**src/rtl/ofdm_pkg.sv**
```systemverilog
// Shared definitions for the OFDM receive front end: FSM states, packet error codes
// and the FFT-length encoding expected by the FFT wrapper.
package ofdm_pkg;

  typedef enum logic [1:0] {
    ST_IDLE,
    ST_SKIP,
    ST_PAYLOAD,
    ST_FLUSH
  } cp_state_t;

  localparam logic [1:0] ERR_OK    = 2'b00;
  localparam logic [1:0] ERR_TRUNC = 2'b01;
  localparam logic [1:0] ERR_OVF   = 2'b10;

  localparam int FFT_LEN_DEF = 128;
  localparam int CP_LEN_DEF  = 32;

  // The FFT wrapper takes the transform length as a plain 8-bit point count.
  function automatic logic [7:0] fftpts_enc(input int len);
    return len[7:0];
  endfunction

endpackage

```
**src/rtl/ofdm_sync_fifo.sv**
```systemverilog
// Show-ahead synchronous FIFO: the head entry is always visible while not empty.
// Full is taken from the registered count, so a push is refused when full even if a pop coincides.
module ofdm_sync_fifo #(
  parameter int WIDTH = 28,
  parameter int DEPTH = 16
) (
  input  logic             clk,
  input  logic             reset_n,
  input  logic             push,
  input  logic [WIDTH-1:0] push_data,
  input  logic             pop,
  output logic [WIDTH-1:0] head,
  output logic             full,
  output logic             empty
);

  localparam int AW = $clog2(DEPTH);

  logic [WIDTH-1:0] mem [DEPTH];
  logic [AW-1:0]    wr_ptr;
  logic [AW-1:0]    rd_ptr;
  logic [AW:0]      count;
  logic             do_push;
  logic             do_pop;

  assign full    = (count == (AW+1)'(DEPTH));
  assign empty   = (count == '0);
  assign do_push = push && !full;
  assign do_pop  = pop && !empty;
  assign head    = mem[rd_ptr];

  always_ff @(posedge clk) begin
    if (do_push) mem[wr_ptr] <= push_data;
  end

  always_ff @(posedge clk or negedge reset_n) begin
    if (!reset_n) begin
      wr_ptr <= '0;
      rd_ptr <= '0;
      count  <= '0;
    end else begin
      if (do_push) wr_ptr <= wr_ptr + AW'(1);
      if (do_pop)  rd_ptr <= rd_ptr + AW'(1);
      case ({do_push, do_pop})
        2'b10:   count <= count + (AW+1)'(1);
        2'b01:   count <= count - (AW+1)'(1);
        default: ;
      endcase
    end
  end

endmodule

```
**src/rtl/ofdm_cp_remove.sv**
```systemverilog
// Strips the cyclic prefix from each OFDM symbol and hands the FFT_LEN payload samples
// to the FFT as one sop/eop packet, closing broken packets with a tagged terminator.
module ofdm_cp_remove
  import ofdm_pkg::*;
#(
  parameter int DATA_W     = 12,
  parameter int FFT_LEN    = FFT_LEN_DEF,
  parameter int CP_LEN     = CP_LEN_DEF,
  parameter int FIFO_DEPTH = 16
) (
  input  logic              clk,
  input  logic              reset_n,
  input  logic              in_valid,
  input  logic              in_sym_start,
  input  logic [DATA_W-1:0] in_real,
  input  logic [DATA_W-1:0] in_imag,
  output logic              out_valid,
  input  logic              out_ready,
  output logic              out_sop,
  output logic              out_eop,
  output logic [1:0]        out_error,
  output logic [DATA_W-1:0] out_real,
  output logic [DATA_W-1:0] out_imag,
  output logic [7:0]        fftpts_out,
  output logic              inverse,
  output logic              overflow,
  input  logic              clr_status,
  output logic [15:0]       sym_cnt
);

  localparam int ENTRY_W = 2*DATA_W + 4;
  localparam int CNT_W   = 16;
  localparam logic [CNT_W-1:0] CP_LAST     = CNT_W'(CP_LEN - 1);
  localparam logic [CNT_W-1:0] PAY_LAST    = CNT_W'(FFT_LEN - 1);
  localparam logic [CNT_W-1:0] RESTART_CNT = (CP_LEN == 1) ? '0 : CNT_W'(1);
  localparam cp_state_t        RESTART_ST  = (CP_LEN == 1) ? ST_PAYLOAD : ST_SKIP;

  cp_state_t          state, state_nxt;
  logic [CNT_W-1:0]   cnt, cnt_nxt;
  logic               push, push_sop, push_eop;
  logic [1:0]         push_err;
  logic [DATA_W-1:0]  push_real, push_imag;
  logic               ovf_set, sym_inc;
  logic               full, empty;
  logic [ENTRY_W-1:0] head;

  always_ff @(posedge clk or negedge reset_n) begin
    if (!reset_n) begin
      state <= ST_IDLE;
      cnt   <= '0;
    end else begin
      state <= state_nxt;
      cnt   <= cnt_nxt;
    end
  end

  // A strobe restarts the symbol from any state except FLUSH; a terminator is only
  // pushed when the interrupted packet already carries a sop.
  always_comb begin
    state_nxt = state;
    cnt_nxt   = cnt;
    push      = 1'b0;
    push_sop  = 1'b0;
    push_eop  = 1'b0;
    push_err  = ERR_OK;
    push_real = '0;
    push_imag = '0;
    ovf_set   = 1'b0;
    sym_inc   = 1'b0;
    if (state == ST_FLUSH) begin
      if (!full) begin
        push      = 1'b1;
        push_eop  = 1'b1;
        push_err  = ERR_OVF;
        sym_inc   = 1'b1;
        state_nxt = ST_IDLE;
      end
    end else if (in_valid) begin
      if (in_sym_start) begin
        state_nxt = RESTART_ST;
        cnt_nxt   = RESTART_CNT;
        if (state == ST_PAYLOAD && cnt != '0) begin
          if (!full) begin
            push     = 1'b1;
            push_eop = 1'b1;
            push_err = ERR_TRUNC;
            sym_inc  = 1'b1;
          end else begin
            ovf_set   = 1'b1;
            state_nxt = ST_FLUSH;
          end
        end
      end else begin
        case (state)
          ST_SKIP: begin
            if (cnt == CP_LAST) begin
              state_nxt = ST_PAYLOAD;
              cnt_nxt   = '0;
            end else begin
              cnt_nxt = cnt + CNT_W'(1);
            end
          end
          ST_PAYLOAD: begin
            if (full) begin
              ovf_set   = 1'b1;
              state_nxt = (cnt == '0) ? ST_IDLE : ST_FLUSH;
            end else begin
              push      = 1'b1;
              push_sop  = (cnt == '0);
              push_eop  = (cnt == PAY_LAST);
              push_real = in_real;
              push_imag = in_imag;
              if (cnt == PAY_LAST) begin
                sym_inc   = 1'b1;
                state_nxt = ST_IDLE;
              end else begin
                cnt_nxt = cnt + CNT_W'(1);
              end
            end
          end
          default: ;
        endcase
      end
    end
  end

  ofdm_sync_fifo #(
    .WIDTH (ENTRY_W),
    .DEPTH (FIFO_DEPTH)
  ) u_fifo (
    .clk       (clk),
    .reset_n   (reset_n),
    .push      (push),
    .push_data ({push_sop, push_eop, push_err, push_real, push_imag}),
    .pop       (out_ready),
    .head      (head),
    .full      (full),
    .empty     (empty)
  );

  // Fields are forced to zero while empty so stale memory never shows on the bus.
  always_comb begin
    out_valid = !empty;
    {out_sop, out_eop, out_error, out_real, out_imag} = empty ? '0 : head;
  end

  assign fftpts_out = fftpts_enc(FFT_LEN);
  assign inverse    = 1'b0;

  always_ff @(posedge clk or negedge reset_n) begin
    if (!reset_n) begin
      overflow <= 1'b0;
      sym_cnt  <= '0;
    end else if (clr_status) begin
      overflow <= 1'b0;
      sym_cnt  <= '0;
    end else begin
      if (ovf_set) overflow <= 1'b1;
      if (sym_inc) sym_cnt  <= sym_cnt + 16'd1;
    end
  end

endmodule

```
**config.mk**
```make
export PLATFORM = sky130hd
export DESIGN_NAME = ofdm_cp_remove
export DESIGN_NICKNAME = d
export VERILOG_FILES = /design/src/rtl/ofdm_pkg.sv /design/src/rtl/ofdm_sync_fifo.sv /design/src/rtl/ofdm_cp_remove.sv
export SDC_FILE = /design/constraint.sdc
export NUM_CORES = 1
export LEC_CHECK = 0
export ABC_AREA = 1
export BUFFER_PORTS_ARGS = -buffer_cell sky130_fd_sc_hd__buf_2
export CORE_ASPECT_RATIO = 1.2
export CORE_UTILIZATION = 45
export CTS_BUF_LIST = sky130_fd_sc_hd__clkbuf_8
export CTS_CLUSTER_DIAMETER = 80
export DETAILED_ROUTE_END_ITERATION = 7
export SYNTH_ARGS = -nofsm -noshare
export SYNTH_HDL_FRONTEND = slang
export SYNTH_SLANG_ARGS = --single-unit
```
**constraint.sdc**
```tcl
create_clock -name clk -period 3.53 [get_ports clk]
set_input_delay 0.706 -clock clk [delete_from_list [all_inputs] [get_ports clk]]
set_output_delay 0.706 -clock clk [all_outputs]
set_load 0.02 [all_outputs]
```
==> flow_metrics.py, run 1 <==
metrics = {
    "sta": {
        "fmax_ghz": 0.293,
        "final_max_slew_viol_count": 0,
        "slew_headroom_pct": 23.8,
        "final.setup_skew_ns": 0.0247,
        "hold_violations": 0,
        "rsz0062_at_grt": "yes",
        "fin_crit_ns": 3.41,
        "tightest_slew_ns": 1.14,
        "finalSetupTns_ns": 0,
        "setup_viol": 0,
        "period_share_pct": 96.5,
        "layout_setup_ws_ns": 0.123,
    },
    "die": {
        "fp.coreArea_um2": 47200,
        "fp-row-count": 87,
        "die_y_um": 242,
        "die_x_um": 202,
        "dieArea_um2": 49000,
        "top_level_ports": 85,
        "initial_core_util_pct": 45.8,
    },
    "logic_synthesis": {
        "synth_compound_area_share_pct": 6.89,
        "synth-simple-area-share_pct": 19.0,
        "synthXorXnorAreaFrac_pct": 1.29,
        "synth_edf_count": 448,
        "ys_seq_area_share_pct": 67.7,
        "synth_area_um2": 21700,
        "ys_ff_latch": 496,
        "syn_avg_cell_area_um2": 10.9,
        "synthesis.instances": 1995,
        "ys_types": 37,
        "yosysWarnings": 0,
        "synth_mux_area_share_pct": 0,
        "yosys.area_share.adder_pct": 0.867,
        "ys.flop_type": "edfxtp_1",
        "async_reset_ff_share_pct": 9.68,
        "synth_top_family_by_area": "simple AND/OR/NAND/NOR gates",
    },
    "placed_design": {
        "port_buffers": 75,
        "hpwl_mm": 27.6,
        "place_congestion": 0.826,
        "dp_slack_ns": 0.466,
    },
    "setup_path": {
        "path_cells": "inv_6 -> buf_12 -> nand2_1 -> nand3_1 -> nand2_1 -> a21oi_1 -> o31ai_1 -> a21oi_1 -> buf_2",
        "startpoint_type": "register",
        "r2r_cells": 21,
        "setup.worst_path.class": "register to output pin",
        "worstSetupPathDepth": 9,
        "path_buf_inv": 3,
        "slowest_stage": "dfrtp_4",
        "crit_path_end_kind": "output pin",
        "max_stage_delay_ns": 0.57,
        "path_max_fanout": 72,
        "critPathRequiredTime_ns": 2.82,
        "worstPathArrival_ns": 2.70,
        "path_delay_family": "buffers and inverters",
    },
    "pwr": {
        "power.leakage_nw": 9.58,
        "p_comb_share_pct": 36.6,
        "power_frac_seq_pct": 37.6,
        "ir_drop_mv": 0.460,
        "switchingPower_mw": 7.32,
        "finalPower_mw": 18.9,
        "internal_power_mw": 11.6,
        "p_clk_share_pct": 25.8,
        "power_density_nw_per_um2": 772,
        "swShare_pct": 38.6,
    },
    "global_routing": {
        "grt_remaining_overflow": 0,
        "globalRouteTotalUtil_pct": 21.3,
        "grt_pass1_vias": 14397,
        "antenna_found_initial": 1,
        "grt_pass1_wl_mm": 80.3,
        "grt_max_degree": 127,
    },
    "clock_tree": {
        "cts_tree": "done",
        "cts_buffers": 81,
        "clk_latency_ns": 0.64,
        "h-tree-depth": 3,
        "cts.clk_slew.worst_paths_ns": 0.06,
        "clock-sinks": 496,
        "clk_path_buf_depth": 3,
        "root_buffer": "clkbuf_8",
    },
    "min_path": {
        "hold_path_class": "input port to register",
        "holdPathStages": 2,
    },
    "run_status": {
        "status": "complete, no violations",
    },
    "detailed_routing": {
        "vias": 14691,
        "routed_via_density": 5.31,
        "drt-wirelength-per-cell_um": 18.9,
        "drt_iter0_drc": 1008,
        "ant_nets": 0,
        "drc": 0,
        "drt-total-wl_mm": 52.2,
        "first_pass_iters": 5,
    },
    "finish": {
        "diodes": 0,
        "areaGrowthSynthToFinish_pct": 13.3,
        "drive_above_1_share_pct": 13.6,
        "final_nets": 2133,
        "final_core_util_pct": 51.9,
    },
    "job": {
        "cap_violations": 0,
    },
}
worst register-to-register path: cells and delay by family (launching register included):
family / cells / cell delay [ns]
xor gates and xnor gates: 1 / 0.23
DFF: 1 / 0.41
buffers and inverters: 3 / 0.47
and+or+nand+nor: 14 / 1.19
adders and majority gates: 3 / 0.67
timing repair:
action / CTS / global route
hold buffers: 0 / 0
hold endpoints to repair: 0 / 0
setup buffers: 0 / 0
resized for setup: 0 / 4
endpoints found under the setup margin: 0 / 2
worst paths after layout:
kind                                               from                            to  slack (ns)
max                        u_fifo.rd_ptr[0]$_DFFE_PN0P_                   out_imag[6]        0.12
max in group asynchronous                       reset_n  u_fifo.rd_ptr[0]$_DFFE_PN0P_        2.40
min reg2reg                        state[1]$_DFFE_PN0P_          state[1]$_DFFE_PN0P_        0.53
max reg2reg                          cnt[0]$_DFFE_PN0P_   u_fifo.count[4]$_DFFE_PN0P_        0.45
min in group asynchronous                       reset_n       sym_cnt[14]$_DFFE_PN0P_        0.30
min                                          clr_status          overflow$_DFFE_PN0P_        0.23
synthesized netlist by cell type, drive strengths merged (3+ instances only):
cell      n  area [um^2]
o21ai    63          315
dfrtp    48         1200
xnor2     6         52.6
buf      74          443
nand4     5         31.3
inv      80          305
edfxtp  448        13500
a21oi   144          721
xor2     26          228
clkbuf   45          169
ha       15          188
nor3     10         72.6
nand3   172          906
o31ai    56          420
nand2   565         2170
o21bai    3         22.5
nor2    226          913
area by class of cell:
| cell class | count | area, um^2 |
|---|---|---|
| Sequential cell | 496 | 14700 |
| Fill cell | 4218 | 22700 |
| Clock buffer | 91 | 1250 |
| Clock inverter | 49 | 324 |
| Tap cell | 623 | 779 |
| Inverter | 82 | 319 |
| Multi-Input combinational cell | 1305 | 6220 |
| Timing Repair Buffer | 122 | 986 |
per-layer routing:
metal  GRT usage [%]  vias up  wire, um
li1                -     7019         -
met5               0        -         0
met2            35.4      392     25500
met3            3.62       78      2790
met4            7.52        0      1130
met1            28.1     7202     22800
registers in the layout, summed over array words and instances (netlist names):
register / count
u_fifo.rd_ptr: 4
overflow: 1
u_fifo.count: 5
u_fifo.mem: 448
u_fifo.wr_ptr: 4
sym_cnt: 16
cnt: 16
state: 2
kinds of logic after synthesis:
logic type               Yosys count
buffers and inverters            201
AND/OR/NAND/NOR                  981
AO/OA/AOI/OAI                    268
other                              2
adder cells (fa/ha/maj)           15
flip-flops                       496
XOR/XNOR                          32
per-stage QoR:
stage                     cells  instance area, um^2  hold slack, ns
final                      2768                24500           0.234
after global routing       2768                24500           0.207
after CTS                  2767                24500           0.168
after detailed placement   2627                22900           0.520
after global placement     2627                22900           0.508
after floorplan            2002                21700           0.410
layout by cell type, fill, tap and decap left out, types with 3 or more instances in the layout:
cell type / netlist / final
nor2_4: 4 / 21
ha_1: 15 / 15
nand4_1: 5 / 5
clkinv_2: 1 / 7
conb_1: 2 / 9
nand2_2: 12 / 12
dfrtp_1: 48 / 46
o31ai_1: 56 / 56
nor2_2: 14 / 5
xor2_1: 26 / 26
o21bai_1: 3 / 3
edfxtp_1: 448 / 448
nor3_1: 8 / 8
inv_1: 74 / 98
bufinv_16: 0 / 4
buf_4: 19 / 28
clkbuf_8: 0 / 91
inv_2: 4 / 5
nand3_1: 166 / 166
nand2_1: 551 / 551
o21ai_0: 63 / 63
buf_12: 0 / 16
nand3_2: 4 / 4
clkinvlp_4: 0 / 4
a21oi_1: 144 / 142
buf_2: 45 / 75
xnor2_1: 6 / 6
clkinv_1: 1 / 8
nor2_1: 208 / 200
power by group through the flow:
stage | registers, mW | clock network, mW | logic (mW)
final | 7.11 | 4.89 | 6.93
after global routing | 7.15 | 5.27 | 7.68
after CTS | 7.10 | 5.02 | 6.92
after detailed placement | 7.22 | 0 | 6.90
after global placement | 7.20 | 0 | 6.82
after floorplan | 7.12 | 0 | 4.81
(Power assumes the default switching activity.)
==> inputs of run 2 (changes only) <==
==> constraint.sdc (replaced) <==
create_clock -name clk -period 3.53 [get_ports clk]
set_input_delay 0.706 -clock clk [delete_from_list [all_inputs] [get_ports clk]]
set_output_delay 0.706 -clock clk [all_outputs]
set_load 0.1 [all_outputs]
==> flow_metrics.py, run 2 (synthesis gave the netlist of run 1 again) <==
metrics = {
    "run_status": {
        "status": "complete, no violations",
    },
    "finish": {
        "areaGrowthSynthToFinish_pct": 14.4,
        "final_nets": 2129,
        "final_common_cell": "nand2_1",
        "largest_register_ffs": 448,
        "drive_above_1_share_pct": 13.2,
        "fillerInstances": 4202,
        "largestRegisters": "u_fifo.mem x448, cnt x16, sym_cnt x16",
        "final_cell_mix": "nand2_1, edfxtp_1, nor2_1, nand3_1, a21oi_1",
        "regMostFlops": "u_fifo.mem",
        "diodes": 0,
        "multiInputGateArea_um2": 6220,
        "regArea_um2": 14700,
    },
    "pwr": {
        "power_density_nw_per_um2": 900,
        "power.leakage_nw": 9.66,
        "swShare_pct": 44.0,
        "switchingPower_mw": 9.81,
        "p_comb_share_pct": 47.2,
        "ir_drop_mv": 0.750,
        "power_frac_seq_pct": 32.0,
        "finalPower_mw": 22.3,
        "internal_power_mw": 12.5,
        "p_clk_share_pct": 20.9,
    },
    "sta": {
        "fmax_ghz": 0.284,
        "final_max_slew_viol_count": 0,
        "final.setup_skew_ns": 0.0201,
        "setup_viol": 0,
        "hold_violations": 0,
        "finalSetupTns_ns": 0,
        "slew_headroom_pct": 33.8,
        "rsz0062_at_grt": "yes",
        "fin_crit_ns": 3.52,
        "tightest_slew_ns": 0.990,
        "layout_setup_ws_ns": 0.0121,
        "period_share_pct": 99.7,
    },
    "setup_path": {
        "startpoint_type": "register",
        "regToRegSetupSlack_ns": 0.40,
        "reg2reg_from": "cnt[0]$_DFFE_PN0P_",
        "critPathRequiredTime_ns": 2.82,
        "r2r_end": "u_fifo.count[4]$_DFFE_PN0P_",
        "worstPathArrival_ns": 2.81,
        "setup.worst_path.class": "register to output pin",
        "crit_path_end_kind": "output pin",
        "path_max_fanout": 57,
        "r2r_cells": 21,
    },
    "die": {
        "top_level_ports": 85,
        "fp-row-count": 87,
        "dieArea_um2": 49000,
        "die_y_um": 242,
        "fp.coreArea_um2": 47200,
        "die_x_um": 202,
        "initial_core_util_pct": 45.8,
    },
    "detailed_routing": {
        "wl_met3_mm": 3.15,
        "drt-total-wl_mm": 52.3,
        "first_pass_iters": 6,
        "drc": 0,
        "routed_via_density": 5.29,
        "dr_wl_met2_mm": 26.0,
        "dr.max_layer_used": "met4",
        "vias": 14609,
        "drt-wirelength-per-cell_um": 18.9,
        "wl_met1_mm": 22.2,
        "drt_iter0_drc": 997,
        "ant_nets": 0,
    },
    "global_routing": {
        "grt_max_degree": 122,
        "grt_remaining_overflow": 0,
        "grt_pass1_wl_mm": 81.1,
        "antenna_found_initial": 0,
        "globalRouteTotalUtil_pct": 21.6,
        "grt_pass1_vias": 14504,
    },
    "clock_tree": {
        "cts_tree": "done",
        "cts.clk_slew.worst_paths_ns": 0.07,
        "root_buffer": "clkbuf_8",
        "clock-sinks": 496,
        "clk_path_buf_depth": 3,
        "h-tree-depth": 3,
        "clk_latency_ns": 0.65,
        "cts_buffers": 79,
        "cts_hold_buf": 0,
    },
    "placed_design": {
        "place_congestion": 0.821,
        "port_buffers": 75,
        "dp_slack_ns": 0.421,
        "hpwl_mm": 27.1,
    },
    "job": {
        "cap_violations": 0,
    },
    "min_path": {
        "hold_path_class": "input port to async pin",
    },
}
==> run 2: cell types whose count changed in the layout (fill, tap and decap cells not counted), sizes merged <==
cell | previous run | this run
buf | 121 | 120
bufinv | 4 | 2
clkbuf | 92 | 89
clkinv | 15 | 17
clkinvlp | 4 | 1
inv | 108 | 110
==> run 2: critical path: stages (launching register included) <==
cell and delay [ns]:
dfrtp_4 0.70, inv_2 0.09, buf_12 0.24, nand3_1 0.13
nand2_1 0.06, a21oi_1 0.15, o31ai_1 0.12, a21oi_1 0.40
buf_12 0.23
==> run 2: timing repair <==
item,in CTS,in global routing
setup endpoints to repair,5,19
gates cloned,0,0
buffers inserted,0,0
gates resized for setup,1,6
==> run 2: through the flow <==
step / utilization, % / instance area [um^2] / std cells / hold slack [ns]
2_1_floorplan: - / 21700 / 2002 / 0.410
3_3_place_gp: 49.3 / 23300 / 2626 / 0.509
3_5_place_dp: 49.3 / 23300 / 2626 / 0.498
4_1_cts: 52.4 / 24800 / 2763 / 0.187
5_1_grt: 52.5 / 24800 / 2763 / 0.223
6_report: 52.5 / 24800 / 2763 / 0.198
==> run 2: power groups by stage <==
stage          sequential (mW)  combinational, mW  clock [mW]
4_1_cts                   7.12               10.6        4.75
2_1_floorplan             7.15               7.12           0
3_5_place_dp              7.24               10.5           0
5_1_grt                   7.16               11.3        5.00
6_report                  7.13               10.5        4.65
3_3_place_gp              7.23               10.4           0
==> run 2: area by class of cell <==
class	count	area share (%)
Inverter	82	1.30
Multi-Input combinational cell	1305	25.1
Sequential cell	496	59.2
Clock inverter	48	1.02
Tap cell	623	3.15
Timing Repair Buffer	120	5.33
Clock buffer	89	4.94
==> run 2: worst max path at each step <==
stage | from | to | slack, ns | cells after the start
after floorplan | u_fifo.rd_ptr[0]$_DFFE_PN0P_ | out_error[1] | 0.09 | 9
after global placement | cnt[0]$_DFFE_PN0P_ | u_fifo.count[4]$_DFFE_PN0P_ | 0.54 | 21
after detailed placement | cnt[0]$_DFFE_PN0P_ | u_fifo.count[4]$_DFFE_PN0P_ | 0.42 | 21
after CTS | u_fifo.rd_ptr[0]$_DFFE_PN0P_ | out_real[5] | -0.03 | 9
after global routing | u_fifo.rd_ptr[0]$_DFFE_PN0P_ | out_imag[5] | -0.1 | 8
final | u_fifo.rd_ptr[1]$_DFFE_PN0P_ | out_sop | 0.01 | 8
==> run 2: routing by layer <==
| layer | vias up | track usage (%) |
|---|---|---|
| li1 | 7016 | - |
| met1 | 7129 | 28.2 |
| met2 | 400 | 36.7 |
| met3 | 64 | 3.50 |
| met4 | 0 | 6.97 |
| met5 | - | 0 |
